**src/rtl/bram_stream_reader.sv**
```systemverilog
// Reads a block of words from a PL-side BRAM port after the PS hands it over
// and emits them as a valid/ready stream with full throughput and lossless backpressure.
module bram_stream_reader #(
  parameter int BRAM_DATA_WIDTH = 16,
  parameter int BRAM_ADDR_WIDTH = 10
) (
  input  logic                       aclk,
  input  logic                       aresetn,
  input  logic                       ps_done,
  input  logic [BRAM_ADDR_WIDTH:0]   num_words,
  output logic                       bram_en,
  output logic                       bram_we,
  output logic [BRAM_ADDR_WIDTH-1:0] bram_addr,
  input  logic [BRAM_DATA_WIDTH-1:0] bram_dout,
  output logic [BRAM_DATA_WIDTH-1:0] m_data,
  output logic                       m_valid,
  input  logic                       m_ready,
  output logic                       m_last,
  output logic                       busy,
  output logic                       done
);

  localparam int DW = BRAM_DATA_WIDTH;
  localparam int AW = BRAM_ADDR_WIDTH;
  localparam logic [AW:0] DEPTH = {1'b1, {AW{1'b0}}};

  typedef enum logic [1:0] {
    S_IDLE,
    S_RUN,
    S_DRAIN,
    S_DONE
  } state_t;

  state_t        state;
  logic          ps_done_q;
  logic [AW:0]   target_m1;
  logic [AW-1:0] addr;

  logic          inflight;
  logic [AW-1:0] inflight_idx;

  logic [DW-1:0] fifo_data [2];
  logic [AW-1:0] fifo_idx  [2];
  logic          rd_ptr;
  logic          wr_ptr;
  logic [1:0]    cnt;

  logic          start;
  logic          abort;
  logic          pop;
  logic          push;
  logic          credit;
  logic          issue;
  logic          last_issue;
  logic [AW:0]   clamped;
  logic [AW:0]   clamped_m1;
  logic [2:0]    outstanding;

  always_comb begin
    start       = ps_done & ~ps_done_q;
    abort       = ~ps_done & ((state == S_RUN) | (state == S_DRAIN));
    clamped     = (num_words > DEPTH) ? DEPTH : num_words;
    clamped_m1  = clamped - (AW + 1)'(1);
    m_valid     = (cnt != 2'd0);
    m_data      = fifo_data[rd_ptr];
    pop         = m_valid & m_ready;
    push        = inflight;
    // Words already in the FIFO plus the one in flight must never exceed the two slots,
    // unless a pop this cycle frees one.
    outstanding = {1'b0, cnt} + {2'b00, inflight};
    credit      = (outstanding <= 3'd1) | ((outstanding == 3'd2) & pop);
    issue       = (state == S_RUN) & credit;
    last_issue  = issue & ({1'b0, addr} == target_m1);
    m_last      = m_valid & ({1'b0, fifo_idx[rd_ptr]} == target_m1);
  end

  assign bram_en   = issue;
  assign bram_we   = 1'b0;
  assign bram_addr = addr;

  always_ff @(posedge aclk or negedge aresetn) begin
    if (!aresetn) begin
      state     <= S_IDLE;
      ps_done_q <= 1'b0;
      target_m1 <= '0;
      addr      <= '0;
      busy      <= 1'b0;
      done      <= 1'b0;
    end else begin
      ps_done_q <= ps_done;
      case (state)
        S_IDLE: begin
          if (start) begin
            addr      <= '0;
            target_m1 <= clamped_m1;
            if (clamped == '0) begin
              state <= S_DONE;
              done  <= 1'b1;
            end else begin
              state <= S_RUN;
              busy  <= 1'b1;
            end
          end
        end
        S_RUN: begin
          if (!ps_done) begin
            state <= S_IDLE;
            busy  <= 1'b0;
          end else if (issue) begin
            addr <= addr + AW'(1);
            if (last_issue) state <= S_DRAIN;
          end
        end
        S_DRAIN: begin
          if (!ps_done) begin
            state <= S_IDLE;
            busy  <= 1'b0;
          end else if ((cnt == 2'd0) && !inflight) begin
            state <= S_DONE;
            busy  <= 1'b0;
            done  <= 1'b1;
          end
        end
        S_DONE: begin
          if (!ps_done) begin
            state <= S_IDLE;
            done  <= 1'b0;
          end
        end
        default: begin
          state <= S_IDLE;
          busy  <= 1'b0;
          done  <= 1'b0;
        end
      endcase
    end
  end

  // Abort drops the in-flight read and everything queued; stale BRAM data is never pushed.
  always_ff @(posedge aclk or negedge aresetn) begin
    if (!aresetn) begin
      cnt          <= '0;
      rd_ptr       <= 1'b0;
      wr_ptr       <= 1'b0;
      inflight     <= 1'b0;
      inflight_idx <= '0;
      for (int unsigned i = 0; i < 2; i++) begin
        fifo_data[i] <= '0;
        fifo_idx[i]  <= '0;
      end
    end else if (abort) begin
      cnt      <= '0;
      rd_ptr   <= 1'b0;
      wr_ptr   <= 1'b0;
      inflight <= 1'b0;
    end else begin
      inflight <= issue;
      if (issue) inflight_idx <= addr;
      if (push) begin
        fifo_data[wr_ptr] <= bram_dout;
        fifo_idx[wr_ptr]  <= inflight_idx;
        wr_ptr            <= ~wr_ptr;
      end
      if (pop) rd_ptr <= ~rd_ptr;
      case ({push, pop})
        2'b10:   cnt <= cnt + 2'd1;
        2'b01:   cnt <= cnt - 2'd1;
        default: cnt <= cnt;
      endcase
    end
  end

  fifo_no_overflow: assert property (@(posedge aclk) disable iff (!aresetn)
    !(push && !pop && !abort && (cnt == 2'd2)));

endmodule

```
**config.mk**
```make
export PLATFORM = sky130hd
export DESIGN_NAME = bram_stream_reader
export DESIGN_NICKNAME = d
export VERILOG_FILES = /design/src/rtl/bram_stream_reader.sv
export SDC_FILE = /design/constraint.sdc
export NUM_CORES = 1
export LEC_CHECK = 0
export BUFFER_PORTS_ARGS = -buffer_cell sky130_fd_sc_hd__buf_4
export CAP_MARGIN = 5
export CORE_MARGIN = 4
export CORE_UTILIZATION = 37
export CTS_BUF_LIST = sky130_fd_sc_hd__clkbuf_8
export CTS_CLUSTER_SIZE = 28
export DETAILED_ROUTE_END_ITERATION = 7
export SLEW_MARGIN = 20
export SYNTH_ARGS = -nofsm -noshare
export SYNTH_HDL_FRONTEND = slang
export SYNTH_SLANG_ARGS = --single-unit
```
**constraint.sdc**
```tcl
create_clock -name aclk -period 2.35 [get_ports aclk]
set_input_delay 0.3525 -clock aclk [delete_from_list [all_inputs] [get_ports aclk]]
set_output_delay 0.3525 -clock aclk [all_outputs]
set_load 0.005 [all_outputs]
```
==> results of run 1 <==
==> power breakdown <==
group	switching, uW	internal (uW)
clock network	544	617
logic	1170	1440
registers	414	2130
==> worst max-delay path, cell delays in order (launching register included) <==
cell and delay (ns):
dfrtp_2 0.45, buf_6 0.18, mux2i_4 0.25, xnor2_1 0.08, nor3_1 0.15, nand4_1 0.12
nor4_2 0.22, buf_4 0.17
==> flip-flops by register name (all words and copies together), names as in the netlist, 2 cells and up <==
name	cells
fifo_data	32
fifo_idx	20
target_m1	11
bram_addr	10
inflight_idx	10
cnt	2
state	2
==> worst min-delay path by stage <==
stage               slack [ns]  cells past startpoint            to
floorplan                 0.06                      0  bram_addr[0]
global placement          0.43                      1  target_m1[0]
detailed placement        0.44                      1  target_m1[1]
CTS                       0.02                      1      state[1]
global route              0.06                      1      state[1]
finish                    0.02                      1  bram_addr[8]
==> routing by layer <==
| metal | share of wire [%] | global-route usage (%) | vias to the layer above |
|---|---|---|---|
| li1 | - | - | 1542 |
| met1 | 44 | 20.0 | 1616 |
| met2 | 49 | 24.8 | 63 |
| met3 | 4.6 | 3.32 | 14 |
| met4 | 2.0 | 7.37 | 0 |
| met5 | 0 | 0 | - |
==> metrics by stage <==
step                      hold slack [ns]  worst slack (ns)  setup TNS (ns)  power (uW)
final                              0.0248            0.0109               0        6320
after detailed placement            0.441             0.119               0        5200
after global placement              0.434             0.164               0        5120
after floorplan                    0.0569             0.375               0        4170
after CTS                          0.0194           -0.0325         -0.0325        6410
after global routing               0.0558            -0.170          -0.170        6770
==> layout make-up <==
| type | instances | area (um^2) | area share [%] |
|---|---|---|---|
| clock inverter | 5 | 76.3 | 1.35 |
| tap | 168 | 210 | 3.71 |
| inverter | 11 | 41.3 | 0.729 |
| timing repair buffer | 79 | 622 | 11.0 |
| multi-input combinational | 274 | 2250 | 39.7 |
| sequential | 93 | 2330 | 41.1 |
| clock buffer | 10 | 138 | 2.43 |
==> cells by family after synthesis <==
family	synth area share (%)
flip-flops	49.5
multiplexers	21.7
AND/OR/NAND/NOR	9.37
AO/OA/AOI/OAI	7.40
buffers and inverters	3.25
XOR/XNOR	6.33
adder cells (fa/ha/maj)	2.39
other	0.0798
==> Yosys cell counts, types with 2 or more instances <==
cell       count  area (um^2)
o21ai_0       13         65.1
nand2_1       23         86.3
xnor2_1       19          166
a31oi_1        2         12.5
nor2_1        22         82.6
mux2_1         3         33.8
nor2b_1        5         31.3
nor4_1        11         68.8
dfrtp_1       93         2330
inv_1         11         41.3
buf_4          2         15.0
ha_1           9          113
o21ai_1        5         25.0
nand4_1        4         25.0
nand2b_1       2         12.5
mux2_2        76          856
nor3_1         7         35.0
clkbuf_1      11         41.3
mux2i_1       13          130
a21o_1         3         22.5
o2bb2ai_1      2         17.5
buf_2         11         55.1
nand3_1        4         20.0
xor2_1        15          131
o211ai_1       2         15.0
nor3b_1        2         15.0
a21oi_1       11         55.1
==> timing repair <==
| item | 4_1_cts | 5_1_grt |
|---|---|---|
| cloned | 0 | 0 |
| pin swaps | 2 | 1 |
| setup endpoints to repair | 1 | 1 |
| gates resized for setup | 6 | 0 |
==> metrics.md, run 1 <==
| Metric | Value |
|---|---|
| CP Launch Point | rd_ptr |
| Vias in the first global route | 3427 |
| FF-to-FF Start | state[0] |
| Synth Register Bits | 93 |
| # IOs | 63 |
| Critical-path maximum fanout | 7 |
| Placer congestion estimate | 0.832 |
| Number of core rows | 40 |
| DRC | 0 |
| Sequential share of the synthesized area | 49.5% |
| VDD IR max | 0.000613 V |
| Worst slew pin tran | about 0.67 ns |
| Commonest non-fill, non-tap cell in the layout | dfrtp_1 |
| Initial antenna violation count | 0 |
| Clk root buf | clkbuf_8 |
| Die ar. | 14600 um^2 |
| Clk slew on worst S/H paths | 0.08 ns |
| Worst reg2reg setup slack | 0.26 ns |
| Fraction of layout cells with a size suffix above 1 | between 30% and 40% |
| First-pass GRT wire length | 17.5 mm |
| Worst setup EP type | output port |
| Hold buffers post-CTS | 0 |
| Nets | 508 |
| Async set-reset flop share out of synthesis | 100% |
| Fin Clk Skew | a little under 0.008 ns |
| Cells after DPL | 625 |
| Fmax | about 430 MHz |
| Synthesis-to-finish area growth | 20.4% |
| P per Cell Area | 1120 nW/um^2 |
| Largest net degree at the start of global routing | 50 |
| Slew Limit Headroom | 55.6% |
| Core outline area | about 12000 um^2 |
| Placed instance area | between 5000 and 6000 um^2 |
| Design area | 5660 um^2 |
| Vias per inst | 5.05 |
| Post-synth EDFFs | 0 |
| CTS tree | yes |
| Ys Warns | 0 |
| LEAKAGE | 0.00261 uW |
| Wire length per cell | 16.5 um |
| Number of port buffers | just over 60 |
| CP arrival | 1.99 ns |
| Fin crit period | 2.34 ns |
| Longest Clk Path Bufs | 2 |
| Ys flop type | dfrtp_1 |
| Synth unique cells | 48 |
| Status | completed |
| Worst hold-check path type | input pin to asynchronous set/reset pin |
| Final core occ | a little under half |
| Most frequent cells in the layout | dfrtp_1, mux2_2, buf_4 |
| Mapped Area | between 4000 and 5000 um^2 |
| # setup viols final | 0 |
| Max Transition Viols Final | 0 |
| Register-to-Register Path Depth | 7 |
| ANT cells | 0 |
| Post-route ant nets | 0 |
| Post-synth net total | 442 |
| 1st-iter DRT viols | between 150 and 200 |
| Final hold violations | 0 |
| Crit Path Class | register to output port |
| Remaining global-route overflow | 0 |
| Crit path capture | m_last |
| Fin cells | 640 |
| Drt pass-1 iters | 4 |
| Dpl hpwl | 7.71 mm |
| Worst skew pair latency | approximately 0.37 ns |
| Post-CTS Setup Bufs | 0 |
| Initial core utilization | ~39% |
| Tcrit/Tclk final | 99.5% |
| Filler cell count | 1169 |
| CTS Sinks | slightly above 90 |
| Cts bufs inserted | 9 |
| CTS H-Tree Depth | 3 |
| WL final | 10.6 mm |
| Die height | 121 um |
| Worst setup SP type | register |
| GRT Total Usage | between 15 and 20% |
| Post-Synthesis Cells | 402 |
| Avg Inst Size Synth | between 10 and 15 um^2 |
| Die width | 121 um |
| DR vias | 3235 |
| R2r endpoint | bram_addr[9] |
| Required time of the critical path | around 2.0 ns |
| Max-cap violations | 0 |
| RSZ-0062 raised after global routing | yes |
(Power assumes the default switching activity.)
==> run 2: changes to the inputs <==
Settings changed: SKIP_LAST_GASP set to 1.
Clock period 2.35 ns to 2.2 ns, I/O delays scaled along.
==> run 2 against run 1 <==
The run now ends with negative setup slack left. First-iteration DRC count is 20% lower. Routed wire length is 1.0% lower. Sequential share of layout area hardly changed. Sequential power is 7% higher. Via count is 0.22% higher. Worst setup slack worse by 0.17 ns. Clock skew is 0.0025 ns higher. Final area is 0.11% higher. Critical endpoint unchanged. Combinational power is 10% higher. Highest routed layer unchanged. Hold slack worse by 0.022 ns.
==> metrics.md, run 2 (synthesis results as in run 1) <==
| Metric | Value |
|---|---|
| Nets | 509 (+0.20%) |
| Remaining global-route overflow | 0 (unchanged) |
| Fmax | 425 MHz |
| Drt pass-1 iters | 4 (unchanged) |
| Tcrit/Tclk final | 107% |
| Post-route ant nets | 0 (unchanged) |
| Cts bufs inserted | 9 (unchanged) |
| Worst reg2reg setup slack | 0.20 ns (-0.06 ns) |
| Regs by FF count | fifo_data (32), fifo_idx (20), target_m1 (11) |
| Initial antenna violation count | 0 (unchanged) |
| Synthesis-to-finish area growth | 20.6% |
| DR vias | 3242 (+0.22%) |
| Hold buffers post-CTS | 0 (unchanged) |
| Max FFs per register | 32 (unchanged) |
| Wire length per cell | 16.3 um (-1.2%) |
| Worst skew pair latency | 0.36 ns (about the same) |
| LEAKAGE | 0.00260 uW (-0.38%) |
| Max-cap violations | 0 (unchanged) |
| 1st-iter DRT viols | 129 (-20%) |
| Die width | 121 um (unchanged) |
| CTS Sinks | 93 (unchanged) |
| WL final | 10.4 mm (-1.0%) |
| Failing checks | negative setup slack |
| # setup viols final | 1 (+1) |
| Longest Clk Path Bufs | 2 (unchanged) |
| Largest register by flop count | fifo_data |
| Filler cell count | 1158 (-0.94%) |
| DRC | 0 (unchanged) |
| VDD IR max | 0.000531 V (-13%) |
| Fin crit period | 2.36 ns |
| Initial core utilization | 38.5% (unchanged) |
| Placer congestion estimate | 0.825 (-0.78%) |
| Final hold violations | 0 (unchanged) |
| Worst setup SP type | register |
| Final core occ | 46.4% (+0.051 points) |
| First-pass GRT wire length | 17.1 mm (-2.3%) |
| Die height | 121 um (unchanged) |
| Worst setup EP type | output port |
| Clk slew on worst S/H paths | 0.09 ns (about the same) |
| Vias in the first global route | 3299 (-3.7%) |
| P per Cell Area | 1170 nW/um^2 (+4.5%) |
| GRT Total Usage | 14.8% (-0.66 points) |
| Commonest non-fill, non-tap cell in the layout | dfrtp_1 |
| Die ar. | 14600 um^2 (unchanged) |
| Status | finished with violations |
| Core outline area | 12200 um^2 (unchanged) |
| Dpl hpwl | 7.53 mm (-2.3%) |
| Fraction of layout cells with a size suffix above 1 | 40.0% (+1.4 points) |
| Largest net degree at the start of global routing | 94 (+88%) |
| Vias per inst | 5.06 (about the same) |
| Max Transition Viols Final | 0 (unchanged) |
| PnR worst setup slack | -0.155 ns (-0.166 ns) |
| CP Launch Point | rd_ptr |
| CP arrival | 2.03 ns (+0.04 ns) |
| RSZ-0062 raised after global routing | yes |
| Worst hold-check path type | input pin to asynchronous set/reset pin |
| FF-to-FF Start | cnt[1] |
| CTS H-Tree Depth | 3 (unchanged) |
| Clk root buf | clkbuf_8 |
| Total Power | 6610 uW (+4.6%) |
| Number of core rows | 40 (unchanged) |
| Number of port buffers | 61 (unchanged) |
| ANT cells | 0 (unchanged) |
| Most frequent cells in the layout | dfrtp_1, mux2_2, buf_4 |
| Critical-path maximum fanout | 6 (-1) |
| Crit Path Class | register to output port |
| # IOs | 63 (unchanged) |
| Required time of the critical path | 1.87 ns (-0.13 ns) |
| CTS tree | yes |
| Post-Route Hold Slack | 0.00276 ns (-0.0220 ns) |
| Fin Clk Skew | 0.0102 ns (+0.00252 ns) |
==> run 2: cell types whose count changed in the layout (fill, tap and decap cells not counted), moves of 2 or more <==
cell,previous run,this run
nor4_2,2,4
mux2i_2,1,3
nor2_2,1,3
buf_12,2,4
buf_4,76,74
bufinv_16,2,0
nor4_1,10,8
nor2_1,21,19
==> run 2: through the flow <==
| stage | TNS [ns] | instances | area [um^2] | worst slack, ns |
|---|---|---|---|---|
| 3_5_place_dp | -0.0504 | 625 | 5450 | -0.0504 |
| 5_1_grt | -0.335 | 641 | 5670 | -0.320 |
| 4_1_cts | -0.193 | 640 | 5630 | -0.193 |
| 2_1_floorplan | 0 | 402 | 4700 | 0.225 |
| 6_report | -0.155 | 641 | 5670 | -0.155 |
| 3_3_place_gp | 0 | 625 | 5450 | 0.0646 |
==> run 2: final cells by class <==
type	instances	area [um^2]	area share (%)
Sequential cell	93	2330	41.1
Clock buffer	9	124	2.18
Inverter	11	41.3	0.728
Tap cell	168	210	3.71
Timing Repair Buffer	80	658	11.6
Clock inverter	6	41.3	0.728
Multi-Input combinational cell	274	2270	40.0
==> run 2: worst paths after layout <==
check | endpoint | depth (start not counted)
setup / recovery | m_last | 7
hold / removal | state[0] | 2
setup reg to reg | inflight_idx[7] | 7
hold reg to reg | fifo_data[24] | 1
max in group asynchronous | rd_ptr | 2
min in group aclk | cnt[1] | 2
==> run 2: where the power goes <==
group | switching, uW | internal, uW
Sequential | 447 | 2270
Combinational | 1270 | 1620
Clock | 601 | 404
==> run 2: critical path, stage by stage, from the launching register on <==
cell	delay, ns
dfrtp_2	0.48
buf_6	0.16
mux2i_2	0.28
xnor2_1	0.09
nor3_1	0.16
nand4_1	0.15
nor4_2	0.19
buf_4	0.16
==> run 2: repair_timing <==
item / 4_1_cts / 5_1_grt
resized for setup: 5 / 7
pin swaps: 2 / 2
hold endpoints to repair: 0 / 0
setup endpoints to repair: 6 / 11
setup buffers: 0 / 1
==> run 2: metal layers <==
metal	GRT usage, %	share of wire (%)
met1	19.8	46
met2	24.4	49
met3	2.48	4.0
met4	5.31	0.93
met5	0	0
